===== config.mk =====
export PLATFORM = sky130hd
export DESIGN_NAME = microcode_sequencer
export DESIGN_NICKNAME = d
export VERILOG_FILES = /design/src/rtl/microcode_sequencer.sv
export SDC_FILE = /design/constraint.sdc
export NUM_CORES = 1
export LEC_CHECK = 0
export CAP_MARGIN = 20
export CORE_ASPECT_RATIO = 1.75
export CORE_MARGIN = 5
export CORE_UTILIZATION = 30
export CTS_CLUSTER_DIAMETER = 150
export DETAILED_ROUTE_END_ITERATION = 10
export DONT_BUFFER_PORTS = 1
export PLACE_DENSITY = 0.53
export REMOVE_ABC_BUFFERS = 1
export SETUP_SLACK_MARGIN = 0.4
export SLEW_MARGIN = 20
export SYNTH_ARGS = -nofsm -noshare
export SYNTH_HDL_FRONTEND = slang
export SYNTH_SLANG_ARGS = --single-unit

===== constraint.sdc =====
create_clock -name clock -period 3.45 [get_ports clock]
set_input_delay 0.345 -clock clock [delete_from_list [all_inputs] [get_ports clock]]
set_output_delay 0.345 -clock clock [all_outputs]
set_load 0.02 [all_outputs]

===== src/rtl/microcode_sequencer.sv =====
// -----------------------------------------------------------------------------
// microcode_sequencer
//   Single-block microprogram sequencer. Each cycle it produces the microcode
//   ROM address from a 4-bit next-address opcode, a selectable/invertible
//   condition, a LIFO subroutine stack, an address register, a mapping-ROM
//   input and a hardware loop counter. Stack overflow/underflow are sticky
//   error flags. A hold input stalls the sequencer.
//
// Ports:
//   clock        rising-edge clock
//   reset        asynchronous active-low reset
//   op           next-address opcode
//   d_in         branch target / constant field
//   map_in       mapping-ROM dispatch address
//   r_in         address-register load data
//   ld_ar        load address register from r_in
//   case_in      OR-ed into the low nibble for CASE
//   cond         condition inputs
//   cond_sel     condition select
//   cond_pol     1 = invert the selected condition
//   hold         stall: re-present current address, freeze state
//   clr_err      synchronous clear of stack_ovf/stack_unf
//   uaddr        microcode ROM address (combinational)
//   stack_ptr    number of occupied stack entries
//   stack_empty  stack_ptr == 0
//   stack_full   stack_ptr == STACK_DEPTH
//   stack_ovf    sticky push-while-full flag
//   stack_unf    sticky pop-while-empty flag
//   ctr_zero     loop counter == 0
// -----------------------------------------------------------------------------
module microcode_sequencer #(
    parameter int                    ADDR_WIDTH   = 11,
    parameter int                    STACK_DEPTH  = 4,
    parameter int                    COND_WIDTH   = 8,
    parameter int                    CTR_WIDTH    = 8,
    parameter logic [ADDR_WIDTH-1:0] RESET_VECTOR = '0
) (
    input  logic                           clock,
    input  logic                           reset,
    input  logic [3:0]                     op,
    input  logic [ADDR_WIDTH-1:0]          d_in,
    input  logic [ADDR_WIDTH-1:0]          map_in,
    input  logic [ADDR_WIDTH-1:0]          r_in,
    input  logic                           ld_ar,
    input  logic [3:0]                     case_in,
    input  logic [COND_WIDTH-1:0]          cond,
    input  logic [$clog2(COND_WIDTH)-1:0]  cond_sel,
    input  logic                           cond_pol,
    input  logic                           hold,
    input  logic                           clr_err,
    output logic [ADDR_WIDTH-1:0]          uaddr,
    output logic [$clog2(STACK_DEPTH+1)-1:0] stack_ptr,
    output logic                           stack_empty,
    output logic                           stack_full,
    output logic                           stack_ovf,
    output logic                           stack_unf,
    output logic                           ctr_zero
);

    localparam int SP_W = $clog2(STACK_DEPTH + 1);

    localparam logic [3:0] OP_CONT = 4'd0;
    localparam logic [3:0] OP_JMP  = 4'd1;
    localparam logic [3:0] OP_JSR  = 4'd2;
    localparam logic [3:0] OP_RTS  = 4'd3;
    localparam logic [3:0] OP_JMAP = 4'd4;
    localparam logic [3:0] OP_JREG = 4'd5;
    localparam logic [3:0] OP_CASE = 4'd6;
    localparam logic [3:0] OP_LDCT = 4'd7;
    localparam logic [3:0] OP_LOOP = 4'd8;
    localparam logic [3:0] OP_PUSH = 4'd9;
    localparam logic [3:0] OP_POP  = 4'd10;

    logic [ADDR_WIDTH-1:0] last_addr;
    logic [ADDR_WIDTH-1:0] ar;
    logic [CTR_WIDTH-1:0]  ctr;
    logic [SP_W-1:0]       sp;
    logic                  ovf;
    logic                  unf;
    logic [ADDR_WIDTH-1:0] stack_mem [STACK_DEPTH];

    logic [ADDR_WIDTH-1:0] upc;
    logic [ADDR_WIDTH-1:0] top;
    logic [ADDR_WIDTH-1:0] next_addr;
    logic                  t_raw;
    logic                  cond_t;
    logic                  push_req;
    logic                  pop_req;
    logic                  set_ovf;
    logic                  set_unf;
    logic                  ctr_load;
    logic                  ctr_dec;
    logic                  sp_empty;
    logic                  sp_full;

    assign upc      = last_addr + ADDR_WIDTH'(1);
    assign sp_empty = (sp == '0);
    assign sp_full  = (sp == SP_W'(STACK_DEPTH));
    assign cond_t   = t_raw ^ cond_pol;
    assign set_ovf  = push_req & sp_full;

    always_comb begin
        // Out-of-range selects (non-power-of-two COND_WIDTH) read as 0.
        t_raw = 1'b0;
        for (int unsigned i = 0; i < COND_WIDTH; i++) begin
            if (32'(cond_sel) == i) t_raw = cond[i];
        end

        top = '0;
        for (int unsigned i = 0; i < STACK_DEPTH; i++) begin
            if (32'(sp) == i + 1) top = stack_mem[i];
        end

        next_addr = upc;
        push_req  = 1'b0;
        pop_req   = 1'b0;
        set_unf   = 1'b0;
        ctr_load  = 1'b0;
        ctr_dec   = 1'b0;

        case (op)
            OP_JMP:  if (cond_t) next_addr = d_in;
            OP_JSR: begin
                if (cond_t) begin
                    next_addr = d_in;
                    push_req  = 1'b1;
                end
            end
            OP_RTS: begin
                if (cond_t) begin
                    if (sp_empty) begin
                        set_unf = 1'b1;
                    end else begin
                        next_addr = top;
                        pop_req   = 1'b1;
                    end
                end
            end
            OP_JMAP: next_addr = map_in;
            OP_JREG: next_addr = ar;
            OP_CASE: next_addr = {d_in[ADDR_WIDTH-1:4], d_in[3:0] | case_in};
            OP_LDCT: ctr_load = 1'b1;
            OP_LOOP: begin
                if (ctr != '0) begin
                    next_addr = d_in;
                    ctr_dec   = 1'b1;
                end
            end
            OP_PUSH: push_req = 1'b1;
            OP_POP: begin
                if (sp_empty) set_unf = 1'b1;
                else          pop_req = 1'b1;
            end
            default: next_addr = upc;
        endcase

        if (!reset)    uaddr = RESET_VECTOR;
        else if (hold) uaddr = last_addr;
        else           uaddr = next_addr;
    end

    always_ff @(posedge clock or negedge reset) begin
        if (!reset) begin
            last_addr <= RESET_VECTOR;
            ar        <= '0;
            ctr       <= '0;
            sp        <= '0;
            ovf       <= 1'b0;
            unf       <= 1'b0;
        end else begin
            if (!hold) begin
                last_addr <= next_addr;
                if (ld_ar) ar <= r_in;
                if (ctr_load)     ctr <= d_in[CTR_WIDTH-1:0];
                else if (ctr_dec) ctr <= ctr - CTR_WIDTH'(1);
                if (push_req && !sp_full) sp <= sp + SP_W'(1);
                else if (pop_req)         sp <= sp - SP_W'(1);
            end
            // A set in the same cycle as clr_err wins.
            ovf <= (set_ovf & ~hold) | (ovf & ~clr_err);
            unf <= (set_unf & ~hold) | (unf & ~clr_err);
        end
    end

    // Stack storage carries no reset; contents are don't-care after reset.
    always_ff @(posedge clock) begin
        if (reset && !hold && push_req && !sp_full) begin
            for (int unsigned i = 0; i < STACK_DEPTH; i++) begin
                if (32'(sp) == i) stack_mem[i] <= upc;
            end
        end
    end

    assign stack_ptr   = sp;
    assign stack_empty = sp_empty;
    assign stack_full  = sp_full;
    assign stack_ovf   = ovf;
    assign stack_unf   = unf;
    assign ctr_zero    = (ctr == '0);

endmodule

==> results of run 1 <==
[metrics by stage]
step | setup WS [ns] | instances | hold WS [ns] | area, sq um | util [%]
after floorplan | 0.1183 | 429 | 0.04941 | 4457 | -
after global placement | 0.3874 | 631 | 0.05054 | 4828 | 32.38
after detailed placement | 0.2714 | 631 | 0.05069 | 4828 | 32.38
after CTS | 0.3657 | 659 | 0.08942 | 5384 | 36.11
after global routing | 0.3073 | 666 | 0.1005 | 5528 | 37.07
final | 0.3934 | 666 | 0.09723 | 5528 | 37.07
[where the power goes]
part | switching (mW) | internal (mW) | total [mW]
Clock | 0.383 | 0.632 | 1.01
Sequential | 0.160 | 1.17 | 1.33
Combinational | 0.759 | 0.597 | 1.36
[critical path: cells and delay by family (launching register included)]
kind                     cells  cell delay [ns]
AO/OA/AOI/OAI                4             0.91
adder cells (fa/ha/maj)      1             0.15
buffers and inverters        2             0.27
flip-flops                   1             0.39
AND/OR/NAND/NOR              3             0.65
[area by class of cell]
class	instances	area share (%)
tap	183	4.142
clock inverter	6	1.539
multi-input combinational	335	43.89
timing repair buffer	37	5.364
clock buffer	10	4.142
inverter	15	1.086
antenna	1	0.04527
sequential	79	39.79
[state kept, by name, summed over array words and instances, names as in the netlist]
signal	flops
stack_mem	44
ar	11
last_addr	11
ctr	8
stack_ptr	3
stack_ovf	1
stack_unf	1
[repair_timing]
| item | 4_1_cts | 5_1_grt |
|---|---|---|
| endpoints found under the hold margin | 35 | 0 |
| hold buffers | 2 | 0 |
| pin swaps | 12 | 16 |
| buffers inserted | 10 | 6 |
| resized for setup | 36 | 24 |
| setup endpoints to repair | 11 | 11 |
[final timing paths]
| path | startpoint | endpoint | slack (ns) | cells past startpoint |
|---|---|---|---|---|
| setup reg to reg | stack_ptr[0] | stack_mem[3][3] | 0.69 | 7 |
| hold / removal | clr_err | stack_ovf | 0.1 | 1 |
| hold reg to reg | ar[2] | ar[2] | 0.50 | 1 |
| max in group asynchronous | reset | last_addr[5] | 2.79 | 2 |
| setup / recovery | ctr[1] | uaddr[9] | 0.39 | 10 |
| min in group asynchronous | reset | stack_ptr[2] | 0.45 | 2 |
[cells in the final DEF, fill, tap and decap left out, drive strengths merged, types with 5 or more instances in the layout]
cell type	n
a21oi	33
a221o	14
a221oi	7
and2	6
and3	8
and3b	7
buf	36
clkbuf	10
clkinv	5
dfrtp	35
edfxtp	44
ha	8
inv	13
mux2	15
mux2i	9
nand2	48
nand2b	6
nand3	7
nand4	5
nor2	41
nor2b	7
nor3	8
o211ai	6
o21ai	36
o22ai	5
or2	5
xnor2	8
[per-layer routing]
layer | share of wire, % | vias up | track usage [%]
met5 | 0 | - | 0
met4 | 4.8 | 0 | 8.752
met3 | 4.5 | 40 | 3.185
met2 | 56 | 132 | 28.75
met1 | 35 | 1813 | 16.77
li1 | - | 1746 | -
[kinds of logic after synthesis]
family          share of synthesized area, %
mux                                    6.185
simple gates                           17.62
fa+ha+maj                              2.199
xor+xnor                               2.529
compound gates                         19.87
flops                                  48.27
buf+inv                                3.326
==> metrics.md, run 1 <==
| Metric | Value |
|---|---|
| Outcome | finished clean |
| Clock Path Buffers | 2 |
| Worst-margin pin slew | 1.003 ns |
| Asr flop ratio synth | 44.30% |
| Core area | 14910 sq um |
| Multi-input logic area | 2426 sq um |
| Avg Cell Area, Syn | 10.05 sq um |
| Gpl congestion | 0.8080 |
| IO Pins | 77 |
| Setup TNS | 0 ns |
| Routed len/inst | 21.02 um |
| Worst slew margin | 33.02% |
| GRT Overall Usage | 16.00% |
| Hold Violations, Final | 0 |
| Routed vias | 3731 |
| Post-synth EDFFs | 44 |
| Largest cells by area after synthesis | edfxtp_1 (29%), dfrtp_1 (19%), o21ai_0 (4.0%), nand2_1 (4.0%), mux2_2 (3.7%) |
| Synth cell types | 59 |
| CP Capture Type | output port |
| Routed Antenna Nets | 0 |
| H-tree levels | 3 |
| DRT iter0 DRCs | 225 |
| DIE AREA | 17830 sq um |
| Final net count | 543 |
| Total iterations of the first detailed-routing run | 7 |
| Crit path kind | flop to output port |
| Antenna violations before repair | 1 |
| Cell Rows | 59 |
| Vias in the first global route | 3876 |
| Final Setup Violations | 0 |
| Startpoint types | flop |
| Crit-path max cell delay | 0.54 ns |
| Primary FF master, synth | edfxtp_1 |
| Clk Tree Root Cell | clkbuf_16 |
| Yosys reg bits | 79 |
| Cell taking the most area after synthesis | edfxtp_1 |
| Warnings from Yosys | 0 |
| Worst Skew | 0.008848 ns |
| Required @ worst endpoint | 3.11 ns |
| Slowest CP cell | or4b_4 |
| Initial core utilization | 30.53% |
| Share of layout cells above drive strength 1 | 24.07% |
| Most frequent CP cell | a211oi_2 |
| Final period utilization | 88.60% |
| Fin crit period | 3.057 ns |
| Total of max-cap violations | 0 |
| Most numerous cell in the Yosys netlist | nand2_1 |
| DRT Wirelength | 14000 um |
| First-pass GRT wire length | 21910 um |
| Critical Path Fanout Max | 3 |
| Chip width | 103.1 um |
| Share of the synthesized area in the top cell type | 29.03% |
| Hold Path Class | primary input to flop |
| Synthesized area | 4552 sq um |
| Clock slew at the register clock pins of the worst setup and hold paths | 0.06 ns |
| Max VDD drop | 0.2950 mV |
| Gate Count Post-Synth | 453 |
| CTS Buf Count | 9 |
| CP cell instances | inv_2 > ha_4 > nand2b_4 > or4b_4 > a32oi_4 > nor2_1 > a221o_1 > a211oi_2 > a211oi_2 > buf_4 |
| HPWL after DPL | 10520 um |
| Register area share after synthesis | 48.27% |
| Routed vias/inst | 5.602 |
| Final slew viol count | 0 |
| Worst-Skew Late Latency | 0.33 ns |
| Worst EP arrival | 2.71 ns |
| Pin count of the biggest net entering global routing | 36 |
| CTS tree | yes |
| Register area | 2200 sq um |
| Area delta synth->final | 21.44% |
| GRT overflow | 0 |
| RSZ-0062 raised after global routing | yes |
| Leakage | 2.087 nW |
| Post-synth top cells | nand2_1 (48), edfxtp_1 (44), nor2_1 (41) |
| Height of the die | 173.0 um |
| Layout filler cell count | 1490 |
| Total Power | 3.701 mW |
| Pwr/cell area | 669.5 nW/um^2 |
| Clock sinks | 79 |
| Remaining DRCs | 0 |
| Number of buffers added on ports | 0 |
| FMAX | 327.2 MHz |
Power figures use the tool's default switching activity.
==> run 2, diff against run 1 <==
--- a/config.mk
+++ b/config.mk
@@ -8,11 +8,11 @@
 export CAP_MARGIN = 20
 export CORE_ASPECT_RATIO = 1.75
 export CORE_MARGIN = 5
-export CORE_UTILIZATION = 30
+export CORE_UTILIZATION = 45
 export CTS_CLUSTER_DIAMETER = 150
 export DETAILED_ROUTE_END_ITERATION = 10
 export DONT_BUFFER_PORTS = 1
-export PLACE_DENSITY = 0.53
+export PLACE_DENSITY = 0.69
 export REMOVE_ABC_BUFFERS = 1
 export SETUP_SLACK_MARGIN = 0.4
 export SLEW_MARGIN = 20
==> run 2 against run 1 <==
Worst hold slack got worse by 0.0013 ns. Highest routed layer unchanged. Cell count decreased by 9.0%. First-iteration DRC count increased by 23%.
==> metrics.md, run 2 (synthesized netlist as in run 1, its figures left out) <==
| Metric | Value |
|---|---|
| IO Pins | 77 |
| Register area | 2200 sq um |
| Vias in the first global route | 4012 |
| DP Cell Count | 576 |
| Pwr/cell area | 678.8 nW/um^2 |
| Height of the die | 143.0 um |
| Startpoint types | flop |
| Clock slew at the register clock pins of the worst setup and hold paths | 0.06 ns |
| Routed vias | 3814 |
| Antenna violations before repair | 0 |
| Routed vias/inst | 6.294 |
| Worst slew margin | 38.04% |
| Ant diodes | 0 |
| Layout filler cell count | 847 |
| DIE AREA | 12310 sq um |
| Cell Rows | 48 |
| RSZ-0062 raised after global routing | yes |
| Routed len/inst | 21.35 um |
| Final net count | 542 |
| DRT iter0 DRCs | 276 |
| Clock sinks | 79 |
| Share of layout cells above drive strength 1 | 23.91% |
| Chip width | 86.03 um |
| Largest regs | stack_mem: 44 flops, ar: 11 flops, last_addr: 11 flops |
| Clk Tree Root Cell | clkbuf_16 |
| Total iterations of the first detailed-routing run | 5 |
| Setup TNS | 0 ns |
| Critical Path Fanout Max | 8 |
| Final Setup Violations | 0 |
| Highest routed layer | met4 |
| Number of buffers added on ports | 0 |
| Worst-Skew Late Latency | 0.34 ns |
| Clock Path Buffers | 2 |
| Outcome | finished clean |
| Routed Antenna Nets | 0 |
| DRT Wirelength | 12940 um |
| Worst EP arrival | 2.75 ns |
| Final Non-Filler Cells | 606 |
| Core area | 9910 sq um |
| GRT Overall Usage | 21.68% |
| Pin count of the biggest net entering global routing | 36 |
| CTS tree | yes |
| Total Power | 3.696 mW |
| Biggest register | stack_mem |
| Met3 wire length | 696 um |
| Multi-input logic area | 2404 sq um |
| Max FFs per register | 44 |
| Worst-margin pin slew | 0.9275 ns |
| Gpl congestion | 0.9516 |
| Final period utilization | 89.61% |
| Max VDD drop | 0.4240 mV |
| Commonest non-fill, non-tap cell in the layout | nand2_1 |
| First-pass GRT wire length | 20490 um |
| Required @ worst endpoint | 3.11 ns |
| Initial core utilization | 45.93% |
| Area delta synth->final | 19.63% |
| Hold Violations, Final | 0 |
| Leakage | 2.083 nW |
| Total of max-cap violations | 0 |
| Hold Path Class | primary input to flop |
| CTS Buf Count | 9 |
| HPWL after DPL | 9622 um |
| Remaining DRCs | 0 |
| M1 wire length | 4579 um |
| GRT overflow | 0 |
| FMAX | 323.5 MHz |
| CP Capture Type | output port |
| Crit path kind | flop to output port |
| Fin crit period | 3.092 ns |
| Final slew viol count | 0 |
| Metal2 WL | 7031 um |
| H-tree levels | 3 |
| Most frequent cells in the layout | nand2_1 (45), edfxtp_1 (44), nor2_1 (40) |
| Worst Skew | 0.004224 ns |
## run 2: layout make-up
cell class / instances / share of cell area, %
Multi-Input combinational cell: 335 / 44.14
Sequential cell: 79 / 40.40
Timing Repair Buffer: 36 / 5.446
Clock buffer: 9 / 4.136
Tap cell: 125 / 2.872
Clock inverter: 7 / 1.907
Inverter: 15 / 1.103
## run 2: timing repair
action                                  CTS  global route
hold buffers                              2             0
gates resized for setup                  33            23
hold endpoints to repair                 35             0
pin swaps                                 7            14
buffers inserted                          7             5
gates cloned                              0             0
endpoints found under the setup margin   11            11
## run 2: path summary, 6_finish.rpt
check / start / endpoint / slack, ns / cells after the start
hold reg to reg: ar[2] / ar[2] / 0.51 / 1
max in group asynchronous: reset / stack_ptr[1] / 2.79 / 2
min in group asynchronous: reset / ar[10] / 0.46 / 2
setup / recovery: ctr[1] / uaddr[7] / 0.36 / 11
setup reg to reg: stack_ptr[0] / stack_mem[2][7] / 0.75 / 9
hold / removal: clr_err / stack_ovf / 0.1 / 1
## run 2: metal layers
metal,vias to the layer above,global-route usage (%)
met5,-,0
li1,1748,-
met3,46,4.388
met2,171,39.08
met1,1849,22.18
met4,0,14.26
## run 2: where the power goes
part | internal (mW) | leakage, nW | switching, mW
combinational | 0.583 | 1.11 | 0.737
clock | 0.642 | 0.161 | 0.404
sequential | 1.17 | 0.816 | 0.160
## run 2: worst max-delay path, cell delays in order (launching register included)
cell and delay [ns]:
dfrtp_1 0.39, inv_2 0.08, ha_4 0.15, nand2b_4 0.06, or4b_4 0.54, inv_1 0.13, a22o_1 0.15, a21o_4 0.17
nor2_1 0.07, a211o_1 0.32, a21oi_1 0.17, buf_4 0.17
## run 2: through the flow
step	hold WS, ns	setup slack, ns	util, %	area (sq um)
after floorplan	0.04941	0.1183	-	4457
after global placement	0.05040	0.4157	48.22	4778
after detailed placement	0.05051	0.3585	48.22	4778
after CTS	0.08784	0.3466	53.81	5333
after global routing	0.1039	0.2900	54.95	5445
final	0.09597	0.3585	54.95	5445
==> RTL edit 1 (flow settings as in run 2) <==
The parameter `ADDR_WIDTH` goes from 11 to 12.
--- a/src/rtl/microcode_sequencer.sv
+++ b/src/rtl/microcode_sequencer.sv
@@ -29,7 +29,7 @@
 //   ctr_zero     loop counter == 0
 // -----------------------------------------------------------------------------
 module microcode_sequencer #(
-    parameter int                    ADDR_WIDTH   = 11,
+    parameter int                    ADDR_WIDTH   = 12,
     parameter int                    STACK_DEPTH  = 4,
     parameter int                    COND_WIDTH   = 8,
     parameter int                    CTR_WIDTH    = 8,
Interface: changed (resized d_in, map_in, r_in and uaddr); port bits go from 77 to 81. The function was not compared with the original's and may differ.
==> RTL edit 1 against run 2 <==
  * Synthesized area rose by 6.5%
  * Clock skew rose by 1.5 ps
  * Sequential share of layout area rose by 0.67 points
  * Power rose by 1.0%
  * Final cell count rose by 8.1%
  * Sequential power rose by 5%
  * Sequential cell count rose by 6
  * Clock power fell by 11%
  * Design area rose by 5.9%
  * Largest power group is now combinational logic
  * Wire length rose by 18%
  * The flow now finishes with violations (setup timing)
  * Worst setup slack got worse by 390 ps
==> RTL edit 1: results (changes against run 2) <==
status=finished, violations left; failing checks=setup timing; comb_multi_in=360 (+7.5%); Worst setup endpoint=uaddr[0]; worst-case reg-to-reg path depth=10 (+1); Via density=6.53 (+3.7%); Rel. slew slack=38.6% (+0.60 points); Worst Slack Setup Final=-32.7 ps (-391 ps); clock power share=24.9% (-3.4 points); NonClk Buf Share=6.71% (+1.3 points); Yosys cell types=60 (+1.7%); Worst Path Max Fanout=5 (-3); Synth area leaders=edfxtp_1 30%, dfrtp_1 19%, nand2_1 4.6%, mux2_2 3.3%, a21oi_1 3.2%; Sw Pwr=1.39 mW (+7.0%); Non-clock buffers=46 (+28%); Setup Viol. Count Final=2 (+2); first-pass GRT wire length=23.6 mm (+15%); dpl cell area=0.00515 mm² (+7.8%); Peak VDD IR=0.387 mV (-8.7%); sw frac=37.3% (+2.1 points); post-synthesis adder-cell area fraction=2.07% (-0.13 points); FF+latch count, synth=85 (+7.6%); DP HPWL=11.4 mm (+19%); FFs w/ async S/R, synth=43.5% (-0.77 points); hold_ws=86.7 ps (-9.27 ps); multi-input combinational area share=43.2% (-0.95 points); WL final=15.3 mm (+18%); fin nets=589 (+8.7%)
==> RTL edit 1: cell types whose count changed after synthesis, sizes merged, moves of 5 or more <==
| cell | before | now |
|---|---|---|
| o21ai | 36 | 31 |
| a22oi | 3 | 9 |
| nand2 | 48 | 59 |
| nand3 | 7 | 14 |
| a221oi | 7 | 13 |
| nor2 | 41 | 28 |
| a31oi | 1 | 7 |
==> RTL edit 1: routing by layer <==
| metal | up-vias | GRT usage [%] | routed length, µm |
|---|---|---|---|
| met1 | 2074 | 25.5 | 5170 |
| met2 | 226 | 42.0 | 8230 |
| met3 | 70 | 4.66 | 927 |
| li1 | 1906 | - | - |
| met5 | - | 0 | 0 |
| met4 | 0 | 14.8 | 978 |
==> RTL edit 1: repair_timing <==
action | CTS | global route
endpoints found under the hold margin | 37 | 0
setup endpoints to repair | 12 | 12
gates resized for setup | 29 | 24
gates cloned | 0 | 0
hold buffers | 2 | 0
setup buffers | 8 | 6
pin swaps | 15 | 15
==> RTL edit 2 (settings of run 2) <==
Made on the original files. Put one more register stage on the output `stack_ovf`, without a reset. The value now appears one clock later. The other outputs are not delayed to match.
--- a/src/rtl/microcode_sequencer.sv
+++ b/src/rtl/microcode_sequencer.sv
@@ -194,7 +194,9 @@
     assign stack_ptr   = sp;
     assign stack_empty = sp_empty;
     assign stack_full  = sp_full;
-    assign stack_ovf   = ovf;
+    always_ff @(posedge clock) begin
+        stack_ovf <= ovf;
+    end
     assign stack_unf   = unf;
     assign ctr_zero    = (ctr == '0);
 
Behaviour: not the same (Yosys sat finds a counterexample within 10 cycles, from zero or initial values and one cycle with reset low).
==> RTL edit 2 against run 2 <==
  * Wire length increased by 3.5%
  * Critical path type unchanged
  * Fmax increased by 1.6%
  * Combinational power increased by 4%
  * Synthesized area increased by 0.44%
  * Power increased by 3.4%
  * First-iteration DRC count decreased by 9.8%
  * Sequential cell count increased by 1
  * Non-clock buffer count decreased by 1
  * Design area increased by 1.7%
  * Worst setup slack improved by 48 ps
==> RTL edit 2: results (changes against run 2) <==
met2 Track Usage GR=38.9% (-0.20 points); Cell Count Post-Placement=571 (-0.87%); CP Data Arrival Time=2700 ps (-50 ps); Gate Count Post-Synth=454 (+0.22%); Fillers=842 (-0.59%); hold_sp=hold; gpl congestion=0.913 (-4.1%); DR iter-0 viols=249 (-9.8%); Worst Path Max Fanout=3 (-5); multi-input logic area=0.00246 mm² (+2.4%); WL/cell=22.1 µm (+3.5%); first-pass GRT wire length=20.1 mm (-1.8%); Peak VDD IR=0.445 mV (+5.0%); xor/xnor cell area share of the yosys netlist=2.52% (-0.011 points); P_leak=2.09 nW (+0.57%); layout cells sized above 1=25.4% (+1.5 points); sequential fraction of the synthesis area=48.5% (+0.23 points); status=finished clean; Synth area leaders=edfxtp_1 29%, dfrtp_1 19%, o21ai_0 3.9%, nand2_1 3.9%, mux2_2 3.7%; Sw Pwr=1.33 mW (+2.4%); compound-cell area share of the yosys netlist=19.8% (-0.087 points); Worst Hold Path EP=last_addr[9]$_DFF_PN0_; post-layout min period=3040 ps (-47.8 ps); M3 GR Usage=5.45% (+1.1 points); FFs w/ async S/R, synth=43.8% (-0.55 points); Tot GR Track Use=21.4% (-0.26 points); Critical R2R Capture=stack_mem[3][9]$_DFFE_PP_; post-synthesis mux area share=6.16% (-0.027 points); WL final=13.4 mm (+3.5%); Via density=6.29 (about the same); worst slew pin tran=973 ps (+45.6 ps); Yosys cell types=60 (+1.7%); met1 capacity usage during global routing=20.2% (-2.0 points); Worst setup endpoint=uaddr[9]; Final Skew=8.32 ps (+4.10 ps); hold_ws=92.5 ps (-3.51 ps); DP HPWL=9.51 mm (-1.1%)
RTL edit 2: what timing repair did:
| action | in CTS | in global routing |
|---|---|---|
| hold buffers | 2 | 0 |
| setup buffers | 10 | 7 |
| hold endpoints to repair | 35 | 0 |
| pin swaps | 11 | 19 |
| resized for setup | 34 | 41 |
| endpoints found under the setup margin | 11 | 11 |
RTL edit 2: final cells by class:
class                           instances  area share (%)
Sequential cell                        80            40.1
Timing Repair Buffer                   35            5.22
Tap cell                              125            2.83
Multi-Input combinational cell        335            44.5
Clock inverter                          6            2.10
Inverter                               15            1.13
Clock buffer                           10            4.14
RTL edit 2: power groups by stage:
stage	Sequential [mW]	Combinational, mW	Clock, mW
final	1.35	1.37	1.11
after global routing	1.36	1.49	1.16
after CTS	1.33	1.20	1.12
after detailed placement	1.34	1.06	0
after global placement	1.33	1.04	0
after floorplan	1.30	0.781	0
RTL edit 2: per-layer routing:
layer  up-vias  share of wire (%)
li1       1743                  -
met1      1847                 34
met2       168                 54
met3        55                6.1
met4         0                6.1
met5         -                  0
